--- config.mk ---
export PLATFORM = sky130hd
export DESIGN_NAME = occupancy_door_ctrl
export DESIGN_NICKNAME = d
export VERILOG_FILES = /design/src/rtl/occupancy_pkg.sv /design/src/rtl/occupancy_door_ctrl_edge_rise.sv /design/src/rtl/occupancy_door_ctrl.sv
export SDC_FILE = /design/constraint.sdc
export NUM_CORES = 1
export LEC_CHECK = 0
export ABC_AREA = 1
export CAP_MARGIN = 20
export CORE_ASPECT_RATIO = 1.1
export CORE_MARGIN = 8
export CORE_UTILIZATION = 43
export DETAILED_ROUTE_END_ITERATION = 6
export PLACE_DENSITY = 0.81
export SKIP_LAST_GASP = 1
export SLEW_MARGIN = 10
export SYNTH_ARGS = -nofsm -noshare
export SYNTH_HDL_FRONTEND = slang
export SYNTH_SLANG_ARGS = --single-unit
--- constraint.sdc ---
create_clock -name clk -period 2 [get_ports clk]
set_clock_uncertainty 0.1 [all_clocks]
set_input_delay 0.3 -clock clk [delete_from_list [all_inputs] [get_ports clk]]
set_output_delay 0.3 -clock clk [all_outputs]
set_load 0.005 [all_outputs]
--- src/rtl/occupancy_pkg.sv ---
// Shared types and helpers for the occupancy/door controller.
// Holds the door FSM state encoding and a constant-width helper.
package occupancy_pkg;

  typedef enum logic {
    DOOR_IDLE = 1'b0,
    DOOR_OPEN = 1'b1
  } door_state_t;

  // Bits needed to hold values 0..v-1; used at elaboration for count/timer widths.
  function automatic int clog2(input int v);
    int r;
    int x;
    r = 0;
    x = v - 1;
    while (x > 0) begin
      r = r + 1;
      x = x >> 1;
    end
    return r;
  endfunction

endpackage

--- src/rtl/occupancy_door_ctrl_edge_rise.sv ---
// Single-bit rising-edge detector: pulse is high while d is high and was low
// on the previous clock. Asynchronous active-high reset clears the history.
module edge_rise (
  input  logic clk,
  input  logic rst,
  input  logic d,
  output logic pulse
);

  logic d_q;

  always_ff @(posedge clk or posedge rst) begin
    if (rst) d_q <= 1'b0;
    else     d_q <= d;
  end

  assign pulse = d & ~d_q;

endmodule

--- src/rtl/occupancy_door_ctrl.sv ---
// Room occupancy counter with a retriggerable door-hold FSM.
// Optional high-water mark output enabled by defining PEAK_TRACK_EN.
module occupancy_door_ctrl
  import occupancy_pkg::*;
#(
  parameter  int CAPACITY  = 10,
  parameter  int DOOR_HOLD = 3,
  localparam int CNT_W     = clog2(CAPACITY + 1),
  localparam int TMR_W     = clog2(DOOR_HOLD + 1)
) (
  input  logic             clk,
  input  logic             rst,
  input  logic             ent,
  input  logic             exit,
  output logic             in,
  output logic             out,
  output logic             open,
  output logic             close,
  output logic             full,
  output logic             reject,
  output logic [CNT_W-1:0] count
`ifdef PEAK_TRACK_EN
  ,
  output logic [CNT_W-1:0] peak
`else
`endif
);

  localparam logic [CNT_W-1:0] CAP_V   = CNT_W'(CAPACITY);
  localparam logic [TMR_W-1:0] HOLD_LD = TMR_W'(DOOR_HOLD - 1);

  logic ent_r;
  logic exit_r;
  logic ent_acc;
  logic exit_acc;
  logic [CNT_W-1:0] count_next;

  door_state_t      state, state_next;
  logic [TMR_W-1:0] timer, timer_next;
  logic             open_next;
  logic             in_next;

  edge_rise u_ent_edge (
    .clk   (clk),
    .rst   (rst),
    .d     (ent),
    .pulse (ent_r)
  );

  edge_rise u_exit_edge (
    .clk   (clk),
    .rst   (rst),
    .d     (exit),
    .pulse (exit_r)
  );

  // A departure in the same cycle frees a seat, so a full room can still admit.
  assign exit_acc   = exit_r & (count != '0);
  assign ent_acc    = ent_r & ((count < CAP_V) | exit_acc);
  assign count_next = count + CNT_W'(ent_acc) - CNT_W'(exit_acc);

  assign full  = (count == CAP_V);
  assign close = (count == '0);

  always_ff @(posedge clk or posedge rst) begin
    if (rst) begin
      count  <= '0;
      out    <= 1'b0;
      reject <= 1'b0;
    end else begin
      count  <= count_next;
      out    <= exit_acc;
      reject <= ent_r & ~ent_acc;
    end
  end

  always_ff @(posedge clk or posedge rst) begin
    if (rst) begin
      state <= DOOR_IDLE;
      timer <= '0;
      open  <= 1'b0;
      in    <= 1'b0;
    end else begin
      state <= state_next;
      timer <= timer_next;
      open  <= open_next;
      in    <= in_next;
    end
  end

  // Timer counts down from DOOR_HOLD-1; the close happens on the cycle after it hits zero.
  always_comb begin
    state_next = state;
    timer_next = timer;
    open_next  = open;
    in_next    = 1'b0;
    case (state)
      DOOR_IDLE: begin
        if (ent_acc) begin
          state_next = DOOR_OPEN;
          open_next  = 1'b1;
          timer_next = HOLD_LD;
        end
      end
      DOOR_OPEN: begin
        if (ent_acc) begin
          timer_next = HOLD_LD;
        end else if (timer != '0) begin
          timer_next = timer - TMR_W'(1);
        end else begin
          state_next = DOOR_IDLE;
          open_next  = 1'b0;
          in_next    = 1'b1;
        end
      end
      default: begin
        state_next = DOOR_IDLE;
        open_next  = 1'b0;
      end
    endcase
  end

`ifdef PEAK_TRACK_EN
  always_ff @(posedge clk or posedge rst) begin
    if (rst)                    peak <= '0;
    else if (count_next > peak) peak <= count_next;
  end
`else
`endif

endmodule
==> results of run 1 <==
## critical path, cell delays in order, from the launching register on
cell and delay, ns:
dfrtp_1 0.39, inv_2 0.06, ha_2 0.18, nand2_2 0.07, nand2_2 0.07, nand2_2 0.10
nand2_4 0.06, ha_4 0.26, inv_2 0.03, ha_4 0.15, fa_2 0.33, xor2_1 0.15
## through the flow
| step | hold slack, ns | util | setup TNS [ns] | worst slack [ns] |
|---|---|---|---|---|
| floorplan | 0.0770 | - | -0.0602 | -0.0433 |
| global placement | 0.318 | 0.597 | -0.632 | -0.297 |
| detailed placement | 0.331 | 0.597 | -0.745 | -0.320 |
| CTS | 0.261 | 0.619 | -0.0846 | -0.0574 |
| global route | 0.300 | 0.629 | -0.278 | -0.136 |
| finish | 0.253 | 0.629 | -0.109 | -0.0652 |
## worst paths after layout
check / from / end / slack, ns / cells past startpoint
worst max-delay path: count[2] / count[2] / -0.07 / 11
worst min register to register: u_ent_edge.d_q / reject / 0.34 / 1
min in group clk: u_ent_edge.d_q / reject / 0.34 / 1
worst max register to register: count[2] / count[2] / -0.07 / 11
max in group asynchronous: rst / count[2] / 1.21 / 2
worst min-delay path: rst / u_ent_edge.d_q / 0.25 / 2
## registers in the layout (all words and copies together), names as in the netlist
register / count
u_ent_edge.d_q: 1
u_exit_edge.d_q: 1
count: 4
open: 1
timer: 2
reject: 1
in: 1
state: 1
out: 1
## cell usage in the layout (no fill, tap or decap), types with 2 or more instances in the layout
master / netlist / layout
ha_2: 0 / 3
inv_2: 1 / 4
ha_4: 0 / 2
inv_1: 16 / 13
buf_4: 0 / 9
nor3_1: 2 / 2
ha_1: 8 / 3
nand2_2: 3 / 4
dlygate4sd2_1: 0 / 2
nor2_1: 4 / 4
clkdlybuf4s50_1: 0 / 11
clkbuf_4: 0 / 3
dfrtp_1: 13 / 13
nand3_1: 2 / 2
nand2_1: 10 / 9
## final cells by class
| cell class | count | area [um2] | share of cell area |
|---|---|---|---|
| clock buffer | 4 | 26.3 | 0.0278 |
| inverter | 17 | 63.8 | 0.0675 |
| multi-input combinational | 37 | 313 | 0.331 |
| sequential | 13 | 325 | 0.344 |
| tap | 17 | 21.3 | 0.0225 |
| timing repair buffer | 22 | 195 | 0.207 |
## synthesized netlist by cell type, drive strengths merged
cell type | n | area share
xor2 | 1 | 0.013
inv | 17 | 0.097
fa | 1 | 0.030
o21ai | 1 | 0.0076
nand2 | 14 | 0.10
xnor2 | 1 | 0.013
nor2 | 4 | 0.023
nor3 | 2 | 0.015
and3 | 1 | 0.0095
dfrtp | 13 | 0.50
a21oi | 1 | 0.0076
nand3 | 2 | 0.015
o21bai | 1 | 0.017
ha | 8 | 0.15
## kinds of logic (layout without fill, tap and decap cells)
family,Yosys count,after routing,share of synthesized area
AOI/OAI and AO/OA,3,3,0.0324
and+or+nand+nor,23,23,0.166
adders and majority gates,9,9,0.183
DFF,13,13,0.495
buffers and inverters,17,43,0.0971
xor gates and xnor gates,2,2,0.0267
## power groups by stage
stage	clock, mW	sequential, mW	combinational [mW]
4_1_cts	0.167	0.431	0.792
3_5_place_dp	0	0.438	0.760
3_3_place_gp	0	0.432	0.728
6_report	0.159	0.433	0.810
2_1_floorplan	0	0.444	0.436
5_1_grt	0.182	0.445	0.900
## routing by layer
layer  global-route usage  up-vias  share of wire
met1                0.113      239           0.40
met3               0.0338        4          0.025
li1                     -      251              -
met2                0.143        8           0.55
met5                    0        -              0
met4               0.0650        0          0.023
## repair_timing
item,4_1_cts,5_1_grt
setup endpoints to repair,4,3
hold buffers,0,0
setup buffers,1,2
pin swaps,3,1
resized for setup,3,0
==> results.sh, run 1 <==
export IMPL_outcome="finished with violations"
export IMPL_path_clk_slew_ns=0.07
export IMPL_die_h_um=57.0
export IMPL_grt_pass1_wl_mm=2.15
export IMPL_rsz0062_at_grt="yes"
export IMPL_wire_per_inst_um=12.3
export IMPL_maxCapViolations=0
export IMPL_pwr_share_comb=0.578
export IMPL_power_density_nw_per_um2=1490
export IMPL_min_period_ns=2.07
export IMPL_cts_htree_levels=1
export IMPL_die_w_um=53.3
export IMPL_antenna_found_initial=0
export IMPL_first_pass_iters=4
export IMPL_setup_ws_ns=-0.0652
export IMPL_finalNetCount=107
export IMPL_violations="negative setup slack"
export IMPL_syn_nets=80
export IMPL_ir_drop_v=0.000922
export IMPL_wl_mm=1.35
export IMPL_via_per_inst=4.56
export IMPL_synth_cell_type_count=17
export IMPL_synthesis_area_um2=657
export IMPL_overflow=0
export IMPL_core_um2=1500
export IMPL_hold_class="primary input to async pin"
export IMPL_numPlacedInstances=103
export IMPL_pwr_share_seq=0.309
export IMPL_num_vias=502
export IMPL_drive_gt1_frac=0.301
export IMPL_syn2layout_area_growth_pct=43.8
export IMPL_drt_iter0_drc=9
export IMPL_place_port_buffers=13
export IMPL_hold_viol_final=0
export IMPL_fin_area_um2=945
export IMPL_ios=14
export IMPL_num_rows=15
export IMPL_cts_root_buffer="clkbuf_4"
export IMPL_leakagePower_nw=0.503
export IMPL_initial_core_util=0.438
export IMPL_ys_ff_latch=13
export IMPL_die_area_um2=3040
export IMPL_grt_pass1_vias=505
export IMPL_fmax_ghz=0.484
export IMPL_gp_congestion=0.736
export IMPL_drc=0
export IMPL_syn_area_per_cell_um2=9.80
export IMPL_track_usage=0.0968
export IMPL_cts_made_buffers=3
export IMPL_cts_sinks=13
export IMPL_power_mw=1.40
export IMPL_fillers=130
export IMPL_finalCritPeriodShare=1.03
export IMPL_synth_cells=67
export IMPL_crit_path_end_kind="flip-flop"
export IMPL_dp_hpwl_um=983
export IMPL_start_kind="flip-flop"
export IMPL_clk_insertion_delay_late_ns=0.27
export IMPL_final_max_slew_viol_count=0
export IMPL_diodes=0
export IMPL_place_area_um2=896
export IMPL_clock_path_buffers=2
export IMPL_ys_seq_area_frac=0.495
export IMPL_crit_type="flip-flop to flip-flop"
export IMPL_switching_share=0.375
export IMPL_p_clk_frac=0.114
export IMPL_power_switching_mw=0.526
export IMPL_power_internal_mw=0.877
export IMPL_ant_nets=0
export IMPL_setup_viol=2
export IMPL_critPathMaxFanout=3
export IMPL_instances_no_fill=110
export IMPL_yosys_warnings=0
export IMPL_required_ns=2.06
export IMPL_arrival_ns=2.12
export IMPL_grt_max_degree=14
export IMPL_cts_tree="done"
export IMPL_tightestPinTransition_ns=0.505
export IMPL_relSlewSlack=0.663
Note: power is estimated with default switching activity, not from simulation.
==> run 2, diff against run 1 <==
- SLEW_MARGIN: 10 -> unset
==> results of run 2 <==
Same layout as run 1: the final DEF is identical, and so are final timing and power.
==> run 3, diff against run 2 <==
- GPL_TIMING_DRIVEN: unset -> 1
==> results of run 3 <==
Same layout as run 1: the final DEF is identical, and so are final timing and power.
